===== config.mk =====
export PLATFORM = sky130hd
export DESIGN_NAME = load_store_unit
export DESIGN_NICKNAME = d
export VERILOG_FILES = /design/src/rtl/load_store_unit.sv
export SDC_FILE = /design/constraint.sdc
export NUM_CORES = 1
export LEC_CHECK = 0
export CAP_MARGIN = 20
export CORE_UTILIZATION = 45
export DETAILED_ROUTE_END_ITERATION = 12
export PLACE_DENSITY = 0.79
export SLEW_MARGIN = 20
export SYNTH_ARGS = -nofsm -noshare
export SYNTH_HDL_FRONTEND = slang
export SYNTH_SLANG_ARGS = --single-unit

===== constraint.sdc =====
create_clock -name clk -period 2.3 [get_ports clk]
set_input_delay 0.46 -clock clk [delete_from_list [all_inputs] [get_ports clk]]
set_output_delay 0.46 -clock clk [all_outputs]
set_load 0.02 [all_outputs]

===== src/rtl/load_store_unit.sv =====
// load_store_unit: initiator of the data_memory port.
// RV32 loads/stores, read-modify-write for SB/SH.
module load_store_unit #(
    parameter int ADDR_W = 8
) (
    input  logic        clk,
    input  logic        rst,
    input  logic        req_valid,
    output logic        req_ready,
    input  logic        req_store,
    input  logic [2:0]  req_funct3,
    input  logic [31:0] req_addr,
    input  logic [31:0] req_wdata,
    output logic        resp_valid,
    input  logic        resp_ready,
    output logic [31:0] resp_rdata,
    output logic        resp_err,
    output logic        memR,
    output logic        memW,
    output logic [31:0] mem_addr,
    output logic [31:0] mem_wdata,
    input  logic [31:0] mem_rdata
);

    typedef enum logic [2:0] {
        S_IDLE,
        S_READ,
        S_MERGE,
        S_WRITE,
        S_RESP
    } state_t;

    state_t      state;
    logic        store_q;
    logic [2:0]  f3_q;
    logic [1:0]  lane_q;
    logic [15:0] wdata_q;

    logic        f3_ok;
    logic        mis;
    logic        oor;
    logic        bad;
    logic [7:0]  byte_sel;
    logic [15:0] half_sel;
    logic [31:0] load_ext;
    logic [31:0] merged;

    // strobes decode the registered state; reset masks them at once
    assign req_ready = (state == S_IDLE) && !rst;
    assign memR      = (state == S_READ) && !rst;
    assign memW      = (state == S_WRITE) && !rst;

    // request legality: funct3, alignment and address range
    always_comb begin
        f3_ok = 1'b0;
        unique case (req_funct3)
            3'b000, 3'b001, 3'b010: f3_ok = 1'b1;
            3'b100, 3'b101:         f3_ok = !req_store;
            default:                f3_ok = 1'b0;
        endcase
        mis = (req_funct3[1:0] == 2'b01 && req_addr[0])
            || (req_funct3[1:0] == 2'b10
                && req_addr[1:0] != 2'b00);
        oor = |req_addr[31:ADDR_W+2];
        bad = !f3_ok || mis || oor;
    end

    // lane extraction and extension of the read word
    always_comb begin
        byte_sel = mem_rdata[7:0];
        unique case (lane_q)
            2'd0: byte_sel = mem_rdata[7:0];
            2'd1: byte_sel = mem_rdata[15:8];
            2'd2: byte_sel = mem_rdata[23:16];
            2'd3: byte_sel = mem_rdata[31:24];
            default: byte_sel = mem_rdata[7:0];
        endcase
        half_sel = lane_q[1] ? mem_rdata[31:16]
                             : mem_rdata[15:0];
        load_ext = mem_rdata;
        unique case (f3_q)
            3'b000:  load_ext = {{24{byte_sel[7]}}, byte_sel};
            3'b001:  load_ext = {{16{half_sel[15]}}, half_sel};
            3'b100:  load_ext = {24'd0, byte_sel};
            3'b101:  load_ext = {16'd0, half_sel};
            default: load_ext = mem_rdata;
        endcase
    end

    // sub-word store: replace the addressed lane of the old word
    always_comb begin
        merged = mem_rdata;
        if (f3_q[1:0] == 2'b00) begin
            unique case (lane_q)
                2'd0: merged[7:0]   = wdata_q[7:0];
                2'd1: merged[15:8]  = wdata_q[7:0];
                2'd2: merged[23:16] = wdata_q[7:0];
                2'd3: merged[31:24] = wdata_q[7:0];
                default: merged = mem_rdata;
            endcase
        end else if (f3_q[1:0] == 2'b01) begin
            if (lane_q[1])
                merged[31:16] = wdata_q;
            else
                merged[15:0] = wdata_q;
        end
    end

    // access sequencer with registered response and memory bus
    always_ff @(posedge clk) begin
        if (rst) begin
            state      <= S_IDLE;
            store_q    <= 1'b0;
            f3_q       <= 3'd0;
            lane_q     <= 2'd0;
            wdata_q    <= 16'd0;
            resp_valid <= 1'b0;
            resp_err   <= 1'b0;
            resp_rdata <= 32'd0;
            mem_addr   <= 32'd0;
            mem_wdata  <= 32'd0;
        end else begin
            unique case (state)
                S_IDLE: begin
                    if (req_valid) begin
                        store_q <= req_store;
                        f3_q    <= req_funct3;
                        lane_q  <= req_addr[1:0];
                        wdata_q <= req_wdata[15:0];
                        if (bad) begin
                            resp_valid <= 1'b1;
                            resp_err   <= 1'b1;
                            resp_rdata <= 32'd0;
                            state      <= S_RESP;
                        end else begin
                            mem_addr <=
                                32'(req_addr[ADDR_W+1:2]);
                            if (req_store
                                && req_funct3 == 3'b010) begin
                                mem_wdata <= req_wdata;
                                state     <= S_WRITE;
                            end else begin
                                state <= S_READ;
                            end
                        end
                    end
                end
                S_READ: state <= S_MERGE;
                S_MERGE: begin
                    if (store_q) begin
                        mem_wdata <= merged;
                        state     <= S_WRITE;
                    end else begin
                        resp_rdata <= load_ext;
                        resp_err   <= 1'b0;
                        resp_valid <= 1'b1;
                        state      <= S_RESP;
                    end
                end
                S_WRITE: begin
                    resp_rdata <= 32'd0;
                    resp_err   <= 1'b0;
                    resp_valid <= 1'b1;
                    state      <= S_RESP;
                end
                S_RESP: begin
                    if (resp_ready) begin
                        resp_valid <= 1'b0;
                        resp_err   <= 1'b0;
                        resp_rdata <= 32'd0;
                        state      <= S_IDLE;
                    end
                end
                default: state <= S_IDLE;
            endcase
        end
    end

endmodule


---- Word level (Yosys, flattened, before mapping) ----
Index checks and enable logic that the tools add are counted.
storage, ports and cells
  register bits ........................... 99
  bits in read-only memories .............. 0
  RAM bits ................................ 0
  logic and storage cells ................. 98
  latch bits .............................. 0
  memories kept ........................... 0
  output and inout bits ................... 101
  bits of input ports ..................... 104
cells by class
  $add $sub $neg .......................... 0
  bitwise gates (word level) .............. 1
  multiplexer cells ....................... 35
  equality and inequality tests ........... 24
  $mul .................................... 0
  magnitude comparators ................... 0
  reductions and logical operators ........ 28
  shift-type cells ........................ 0
  divide/modulo/power cells ............... 0
operators with widths
  cell                                                                    number
  32-bit two-way mux                                                      10
  32-bit one-hot mux with 4 select lines                                  2
  32-bit one-hot mux with 2 select lines                                  1
  16-bit two-way mux                                                      3
  8-bit two-way mux                                                       4
  8-bit one-hot mux with 4 select lines                                   1
  22-bit OR reduction                                                     1
  3-bit equality test (second input constant)                             5
  3-bit one-hot mux with 5 select lines                                   1
  3-bit two-way mux                                                       4
  2-bit != test (second input constant)                                   6
  5-bit AND reduction                                                     2
  3-bit by 1-bit equality test with 1-bit output (second input constant)  3
  3-bit by 2-bit equality test with 1-bit output (second input constant)  3
  3-bit zero test                                                         3
  1-bit one-hot mux with 4 select lines                                   2
  2-bit by 1-bit equality test with 1-bit output (second input constant)  3
  2-bit equality test (second input constant)                             3
  1-bit logical AND                                                       6
  1-bit two-way mux                                                       5
  2-bit zero test                                                         2
  2-bit AND reduction                                                     2
  2-bit nonzero test                                                      2
  4-bit nonzero test                                                      1
  9 further kinds                                                         13

---- Depth between registers and ports, before layout ----
Gate-level depths: netlist of run 1.
  depth in word-level cells ............... 9
  gate-level depth with buffers ........... 8
  depth with buffers taken out ............ 5

---- Worst setup path after synthesis of run 1 ----
OpenSTA, ideal clock, no wires.
  kind .................................... in2out
  from .................................... in rst
  to ...................................... out memR
  stages on the path ...................... 3
  path slack .............................. 0.305 ns
  arrival time ............................ 1.535 ns
  buffers on the path ..................... 2
  data required time ...................... 1.840 ns
  path through ............................ clkbuf_1 clkbuf_1 nor4b_1
on the way
  longest elaborated chain between the ends .. 2
RTL lines
  element            RTL line  RTL
  start, declared    7         input logic rst,
  1-bit zero test    50        assign memR = (state == S_READ) && !rst;
  1-bit logical AND  50
  end, declared      18        output logic memR,
No other way between the ends.

---- Worst setup path in the final report of run 1 ----
  from .................................... in req_addr[29]
  to ...................................... reg resp_rdata[2]
on the way
  longest elaborated chain between the ends .. 4
RTL lines
  element                        RTL line  RTL
  start, declared                12        input logic [31:0] req_addr,
  22-bit OR reduction            64        oor = |req_addr[31:ADDR_W+2];
  1-bit logical OR               65        bad = !f3_ok || mis || oor;
  2-bit != test (no line)        -
  5-bit AND reduction (no line)  -
  end signal, assigned           154       resp_rdata <= load_ext;
  end, declared                  16        output logic [31:0] resp_rdata,
No other way between the ends.
A chain may end at the register's enable or synchronous reset.

==> results of run 1 <==
==> worst paths after layout <==
path | end | cells past startpoint
worst max-delay path | resp_rdata[2] | 7
worst min-delay path | resp_err | 2
worst max register to register | resp_rdata[7] | 6
worst min register to register | resp_err | 2
==> synth_stat cells, drive strengths merged, types with 2 or more instances <==
cell type / n / area share (%)
mux2: 4 / 0.81
a211oi: 11 / 1.6
nor2: 35 / 2.4
nor2b: 10 / 1.1
dfxtp: 99 / 36
a221oi: 3 / 0.47
buf: 42 / 5.1
a31oi: 16 / 1.8
nand3b: 18 / 2.4
a311oi: 11 / 1.7
a22o: 16 / 2.5
nor3b: 7 / 1.0
or2: 2 / 0.22
nand3: 50 / 4.5
nor3: 17 / 1.9
o22ai: 9 / 1.0
clkbuf: 51 / 3.4
nand2b: 20 / 2.2
o21ai: 60 / 5.5
or3b: 2 / 0.31
o31ai: 9 / 1.5
nor4: 7 / 1.9
mux2i: 17 / 3.1
or3: 2 / 0.22
nand2: 69 / 4.6
inv: 4 / 0.27
o221ai: 10 / 1.6
a21oi: 93 / 8.4
==> routing by layer <==
metal,routed length [um],vias to the layer above,share of wire [%]
met1,7700,2828,41
met5,0,-,0
met4,578,0,3.1
li1,-,2873,-
met2,8720,346,46
met3,1930,47,10
==> logic make-up after synthesis <==
family	after synthesis	synth area share [%]
AO/OA/AOI/OAI	246	27.4
buffers and inverters	97	8.75
other	1	0.0673
flip-flops	99	35.6
multiplexers	21	3.86
AND/OR/NAND/NOR	247	24.4
==> sequential cells by signal (all words and copies together) (netlist names) <==
name,flops
store_q,1
resp_err,1
lane_q,2
resp_valid,1
mem_wdata,32
resp_rdata,32
wdata_q,16
state,3
mem_addr,8
f3_q,3
==> cell type report <==
cell class,count,area share (%)
Sequential cell,99,25.1
Clock inverter,6,0.728
Tap cell,168,2.66
Multi-Input combinational cell,538,40.4
Inverter,4,0.190
Timing Repair Buffer,225,28.1
Clock buffer,9,2.85
==> power by group through the flow <==
| stage | combinational [mW] | clock [mW] | sequential (mW) |
|---|---|---|---|
| 2_1_floorplan | 0.441 | 0 | 1.82 |
| 3_3_place_gp | 0.768 | 0 | 1.83 |
| 3_5_place_dp | 0.786 | 0 | 1.84 |
| 4_1_cts | 0.788 | 1.49 | 1.80 |
| 5_1_grt | 0.858 | 1.57 | 1.80 |
| 6_report | 0.800 | 1.47 | 1.80 |
==> critical path, delay by kind of cell <==
| kind | cells | cell delay [ns] |
|---|---|---|
| simple gates | 3 | 0.67 |
| compound gates | 2 | 0.42 |
| buf+inv | 2 | 0.81 |
==> repair_timing <==
action,4_1_cts,5_1_grt
endpoints found under the hold margin,0,0
hold buffers,0,0
setup endpoints to repair,2,1
gates resized for setup,2,1
==> metrics.txt, run 1 <==
H-tree depth 3; Pins Over Slew Limit 0; worst endpoint data arrival time 2.36 ns; clk root buf clkbuf_16; vias in the first global route 5763; Yosys reg bits 99; Die Ht 113 um; I/O pin count 205; post-synth cell types 56; total CTS buffers 9; Design Area, Final 7910 um^2; Tmin final 2.12 ns; port bufs 180; pin count of the biggest net entering global routing 51; synth warn 0; synthesized cell area between 5000 and 6000 um^2; worst path cell trace clkdlybuf4s50_1 > nor4_4 > nand4_4 > o31ai_4 > buf_4 > nand3b_1 > o41ai_1; area of the multi-input gates between 3000 and 4000 um^2; NumNets Final 981; Final Core Density 65.6%; most frequent cells in the layout clkdlybuf4s50_1 (176), dfxtp_1 (99), a21oi_1 (93); Initial Util a little under half; vias 6094; Finished Layout Cells about 1.0k; most frequent standard cell in the layout excluding fill and tap cells clkdlybuf4s50_1; maxcap violations 0; Max Clock Skew 0.00502 ns; CTS Buffer Depth 2; Synth-to-Final Area Change 41.9%; Clock Sinks 99; Clk pwr share between 30% and 40%; fraction of layout cells with a size suffix above 1 9.53%; Seq. cell area about 2000 um^2; final hold vios 0; DRC Markers 0; Placeable Area 12100 um^2; Filler cells ~1.1k; sw frac 27.9%; first-pass GRT wire length 29400 um; row cnt 40; WP data required 2.54 ns; met1 usage 36.9%; Die ar. 12800 um^2; Hold Worst Slack 0.472 ns; antenna fix cells 0; final setup fails 0; Final ANT Viol Nets 0; postcts setup bufs 0; total routed wirelength approximately 19000 um; gr usage total 29.5%; CTS tree done; M2 GR Usage roughly 50%; register area share after synthesis 35.6%; Vias/cell 5.81; hold path startpoint resp_err; Int Pwr 2.94 mW; Tot Pwr 4.07 mW; number of DRC markers in iteration 0 548; Avg Inst Size Synth 7.84 um^2; Worst VDD drop 0.489 mV; drt pass-1 iters 5; clk_lat worst skew 0.35 ns; CP max stage delay 0.46 ns; GRT Max-Usage Layer met2; Final WS setup 0.178 ns; worst hold path type reg -> reg; Critical Path End Type flop; Remaining Overflow, GRT 0; Placed Area ~7600 um^2; Crit-path slowest cell clkdlybuf4s50_1; Switch Pwr 1.13 mW; Pwr Density 514 nW/um^2; EDFF count, synth 0; RR Startpoint state[1]; period utilization 92.3%; met3 usage 8.57%; Reg power frac 44.3%; RSZ-0062 raised after global routing false; Placed Instances between 1k and 1.5k; Worst setup SP type input port; leakage power ~2.7 nW; Slew HR 56.1%; worst slew pin tran between 0.6 and 0.7 ns; Mapped Cells 711; dpl ws -0.193 ns; crit path from req_addr[29]; Main synth FF type dfxtp_1; critical path peak fanout 32; Logic pwr share 19.7%; initial antenna violation count 0; ys async rst share 0%; hpwl dp 14300 um; fmax 471 MHz; critical setup path kind in -> reg; status finished, final reports clean; wire per inst 18.0 um; Placer Congestion between 0.9 and 1; setup tns final 0 ns; Die Wd around 110 um; clock-pin transition on the worst setup and hold timing paths 0.06 ns; Reg2Reg Setup Slack 0.29 ns
No activity file was read; power rests on OpenSTA's default activity.
==> run 2, diff against run 1 <==
--- a/config.mk
+++ b/config.mk
@@ -6,6 +6,7 @@
 export NUM_CORES = 1
 export LEC_CHECK = 0
 export CAP_MARGIN = 20
+export CORE_MARGIN = 5
 export CORE_UTILIZATION = 45
 export DETAILED_ROUTE_END_ITERATION = 12
 export PLACE_DENSITY = 0.79
==> run 2 against run 1 <==
- utilization rose by 0.23 points
- clock-buffer cell count rose by 1
- sequential power barely moved
- critical path type unchanged
==> metrics.txt, run 2 (synthesis gave the netlist of run 1 again) <==
Final ANT Viol Nets 0; Placer Congestion 0.954; most frequent cells in the layout clkdlybuf4s50_1 (178), dfxtp_1 (99), a21oi_1 (93); Reg power frac 44.1%; total routed wirelength 19900 um; critical setup path kind in -> reg; pin count of the biggest net entering global routing 46; I/O pin count between 200 and 250; setup tns final 0 ns; Final Core Density 65.8%; total CTS buffers 9; dpl ws -0.201 ns; worst endpoint data arrival time 2.45 ns; clk root buf clkbuf_16; worst hold path type reg -> reg; final hold vios 0; Pins Over Slew Limit 0; Vias/cell around 5.7; H-tree depth 3; Worst setup SP type input port; first-pass GRT wire length 30400 um; most frequent standard cell in the layout excluding fill and tap cells clkdlybuf4s50_1; WP data required 2.54 ns; Hold Worst Slack 0.468 ns; Pwr Density 515 nW/um^2; Logic pwr share between 15 and 20%; Crit-path slowest cell clkdlybuf4s50_1; hpwl dp roughly 15000 um; Int Pwr 2.94 mW; gr usage total 26.1%; initial antenna violation count 0; Placed Area ~7600 um^2; drt pass-1 iters 5; fraction of layout cells with a size suffix above 1 9.52%; CTS tree done; Placeable Area 12100 um^2; row cnt 40; clock-pin transition on the worst setup and hold timing paths ~0.060 ns; Design Area, Final roughly 7900 um^2; vias between 5k and 6k; worst path cell trace clkdlybuf4s50_1 > and4bb_2 > nand3b_1 > buf_4 > a211oi_4 > buf_12 > a21oi_1 > a311oi_1; Die Ht 121 um; DRC Markers 0; antenna fix cells 0; Critical Path End Type flop; clk_lat worst skew 0.34 ns; wire per inst 18.9 um; Die ar. 14700 um^2; fmax 452 MHz; vias in the first global route around 5.8k; CP max stage delay 0.47 ns; hold buffers post-CTS 0; Switch Pwr 1.14 mW; Top Registers mem_wdata x32, resp_rdata x32, wdata_q x16; postcts setup bufs 0; number of DRC markers in iteration 0 approximately 510; final setup fails 0; RSZ-0062 raised after global routing false; Tmin final 2.21 ns; Synth-to-Final Area Change 42.4%; Initial Util 46.2%; status finished, final reports clean; Clock Sinks 99; sw frac approximately 28%; CP Buf/Inv Count 3; Remaining Overflow, GRT 0; port bufs 180; Clk pwr share approximately 36%; Die Wd 121 um; Max Clock Skew 0.00441 ns; Largest delay share family, worst path buffers and inverters; Worst VDD drop between 0.5 and 0.6 mV; period utilization roughly 96%; Slew HR 51.9%; maxcap violations 0; leakage power around 2.7 nW; NumNets Final 982; worst slew pin tran 0.718 ns; Final WS setup 0.0900 ns; critical path peak fanout 23; CTS Buffer Depth 2
[run 2: path summary, 6_finish.rpt]
kind	startpoint	endpoint	slack [ns]	cells past startpoint
max	req_funct3[2]	mem_wdata[30]	0.09	8
min	resp_err	resp_err	0.47	2
max reg2reg	lane_q[1]	mem_wdata[30]	0.19	7
min reg2reg	resp_err	resp_err	0.47	2
[run 2: per-layer routing]
metal	vias to the layer above	routed length, um	share of wire (%)	global-route usage [%]
li1	2873	-	-	-
met1	2771	8500	43	33.8
met2	283	9280	47	42.9
met3	38	1620	8.1	5.87
met4	0	483	2.4	8.89
met5	-	0	0	0
[run 2: power groups by stage]
stage	Clock (mW)	Sequential, mW	Combinational [mW]
floorplan	0	1.82	0.441
global placement	0	1.84	0.781
detailed placement	0	1.84	0.789
CTS	1.50	1.80	0.792
global route	1.57	1.80	0.863
finish	1.48	1.80	0.804
[run 2: metrics by stage]
step	power (mW)	std cells
final	4.09	1050
after global routing	4.23	1050
after CTS	4.09	1050
after detailed placement	2.63	1035
after global placement	2.62	1035
after floorplan	2.26	734
[run 2: final cells by class]
cell class | count | area [um^2]
Fill cell | 1029 | 4120
Multi-Input combinational cell | 538 | 3210
Timing Repair Buffer | 226 | 2240
Sequential cell | 99 | 1980
Clock buffer | 10 | 229
Tap cell | 168 | 210
Clock inverter | 5 | 55.1
Inverter | 4 | 15.0
[run 2: what timing repair did]
action	in CTS	in global routing
endpoints found under the setup margin	1	2
resized for setup	1	1
hold endpoints to repair	0	0
pin swaps	0	0
[run 2: worst reg2reg max path, cell delays in order, from the launching register on]
cell      delay, ns
dfxtp_1        0.60
buf_4          0.32
nor2b_1        0.20
buf_4          0.22
nand3_1        0.13
a21oi_1        0.16
a211oi_1       0.06
a311oi_1       0.31
==> run 3, diff against run 2 <==
--- a/config.mk
+++ b/config.mk
@@ -6,6 +6,7 @@
 export NUM_CORES = 1
 export LEC_CHECK = 0
 export CAP_MARGIN = 20
+export CORE_ASPECT_RATIO = 1.4
 export CORE_MARGIN = 5
 export CORE_UTILIZATION = 45
 export DETAILED_ROUTE_END_ITERATION = 12
==> run 3 against run 2 <==
- via count up 0.84%
- final cell count shrank 1.6%
- clock-buffer cell count increased by 1
- setup slack better by 0.0053 ns
- clock skew up 0.0030 ns
- non-clock buffer count stayed put
- critical endpoint unchanged
==> metrics.txt, run 3 (synthesis gave the netlist of run 1 again) <==
fraction of layout cells with a size suffix above 1 about 9.6%; worst slew pin tran between 0.6 and 0.7 ns; Final Core Density 64.5%; total CTS buffers 9; Initial Util 45.5%; Worst VDD drop 0.504 mV; most frequent standard cell in the layout excluding fill and tap cells clkdlybuf4s50_1; Vias/cell 5.82; Slew HR 56.0%; worst endpoint data arrival time 2.44 ns; CP Buf/Inv Count 2; Die ar. 14700 um^2; Crit-path slowest cell clkdlybuf4s50_1; port bufs 180; critical path peak fanout 25; sw frac 28.1%; vias in the first global route just under 6k; GRT Max-Usage Layer met2; hold buffers post-CTS 0; Die Wd 104 um; M2 GR Usage between 40% and 50%; met1 usage 30.5%; clk_lat worst skew 0.35 ns; CTS Buffer Depth 2; met3 usage about 5.6%; I/O pin count 205; Max Clock Skew 0.00744 ns; Placeable Area 12300 um^2; maxcap violations 0; H-tree depth 3; CTS tree done; Placed Area 7590 um^2; gr usage total 26.4%; fmax ~450 MHz; Int Pwr 2.99 mW; clk root buf clkbuf_16; RSZ-0062 raised after global routing false; hpwl dp 15600 um; Final ANT Viol Nets 0; leakage power 2.71 nW; critical setup path kind in -> reg; NumNets Final 982; final setup fails 0; Die Ht about 140 um; Clock Sinks 99; postcts setup bufs 0; final hold vios 0; Logic pwr share approximately a fifth; Worst setup SP type input port; worst path cell trace clkdlybuf4s50_1 > and4bb_2 > nand3b_1 > a211oi_4 > buf_12 > a21oi_1 > a311oi_1; Reg power frac 43.2%; first-pass GRT wire length 31500 um; Clk pwr share 37.4%; Design Area, Final 7900 um^2; vias 6015; Top Registers mem_wdata x32, resp_rdata x32, wdata_q x16; Placer Congestion 0.918; DRC Markers 0; drt pass-1 iters 6; period utilization between 90 and 100%; status finished, final reports clean; Tmin final 2.20 ns; Largest delay share family, worst path compound AO/OA/AOI/OAI gates; antenna fix cells 0; Synth-to-Final Area Change 41.7%; Pwr Density 526 nW/um^2; CTS resizes 1; worst hold path type reg -> reg; clock-pin transition on the worst setup and hold timing paths 0.07 ns; CP max stage delay 0.46 ns; Remaining Overflow, GRT 0; Pins Over Slew Limit 0; WP data required 2.54 ns; Critical Path End Type flop; total routed wirelength between 20000 and 25000 um; Switch Pwr 1.17 mW; number of DRC markers in iteration 0 ~500; wire per inst 19.4 um; initial antenna violation count 0; most frequent cells in the layout clkdlybuf4s50_1 (178), dfxtp_1 (99), a21oi_1 (93); pin count of the biggest net entering global routing between 50 and 60; row cnt 48
==> run 3: stage by stage <==
step | cells | worst slack, ns | power (mW) | hold slack (ns) | setup TNS, ns
5_1_grt | 1033 | 0.0184 | 4.31 | 0.490 | 0
3_5_place_dp | 1017 | -0.253 | 2.63 | 0.456 | -8.20
3_3_place_gp | 1017 | -0.162 | 2.62 | 0.455 | -4.90
2_1_floorplan | 734 | 0.305 | 2.26 | 0.445 | 0
4_1_cts | 1033 | 0.104 | 4.16 | 0.466 | 0
6_report | 1033 | 0.0953 | 4.15 | 0.461 | 0
==> run 3: routing by layer <==
metal / part of all wire (%) / vias to the layer above / routed length [um]
li1: - / 2880 / -
met1: 39 / 2774 / 7730
met2: 50 / 310 / 10100
met3: 7.5 / 51 / 1510
met4: 3.5 / 0 / 701
met5: 0 / - / 0
==> run 3: final timing paths <==
path	from	endpoint	slack [ns]	cells after the start
worst max-delay path	req_funct3[2]	mem_wdata[30]	0.1	7
worst min-delay path	resp_err	resp_err	0.46	2
worst max register to register	state[2]	resp_rdata[20]	0.14	6
worst min register to register	resp_err	resp_err	0.46	2
==> run 3: power groups by stage <==
stage | clock (mW) | combinational [mW] | sequential, mW
CTS | 1.57 | 0.797 | 1.79
finish | 1.55 | 0.806 | 1.80
global placement | 0 | 0.787 | 1.83
global route | 1.65 | 0.866 | 1.80
detailed placement | 0 | 0.795 | 1.83
floorplan | 0 | 0.441 | 1.82
==> run 3: cell type report <==
| cell class | count | area, um^2 |
|---|---|---|
| fill | 1088 | 4350 |
| multi-input combinational | 538 | 3210 |
| timing repair buffer | 226 | 2200 |
| sequential | 99 | 1980 |
| clock buffer | 11 | 243 |
| tap | 150 | 188 |
| clock inverter | 5 | 61.3 |
| inverter | 4 | 15.0 |
==> run 3: tightest hold or removal path, stage by stage (launching register included) <==
cell and delay, ns:
dfxtp_1 0.31, nand2_1 0.05, a21oi_1 0.05
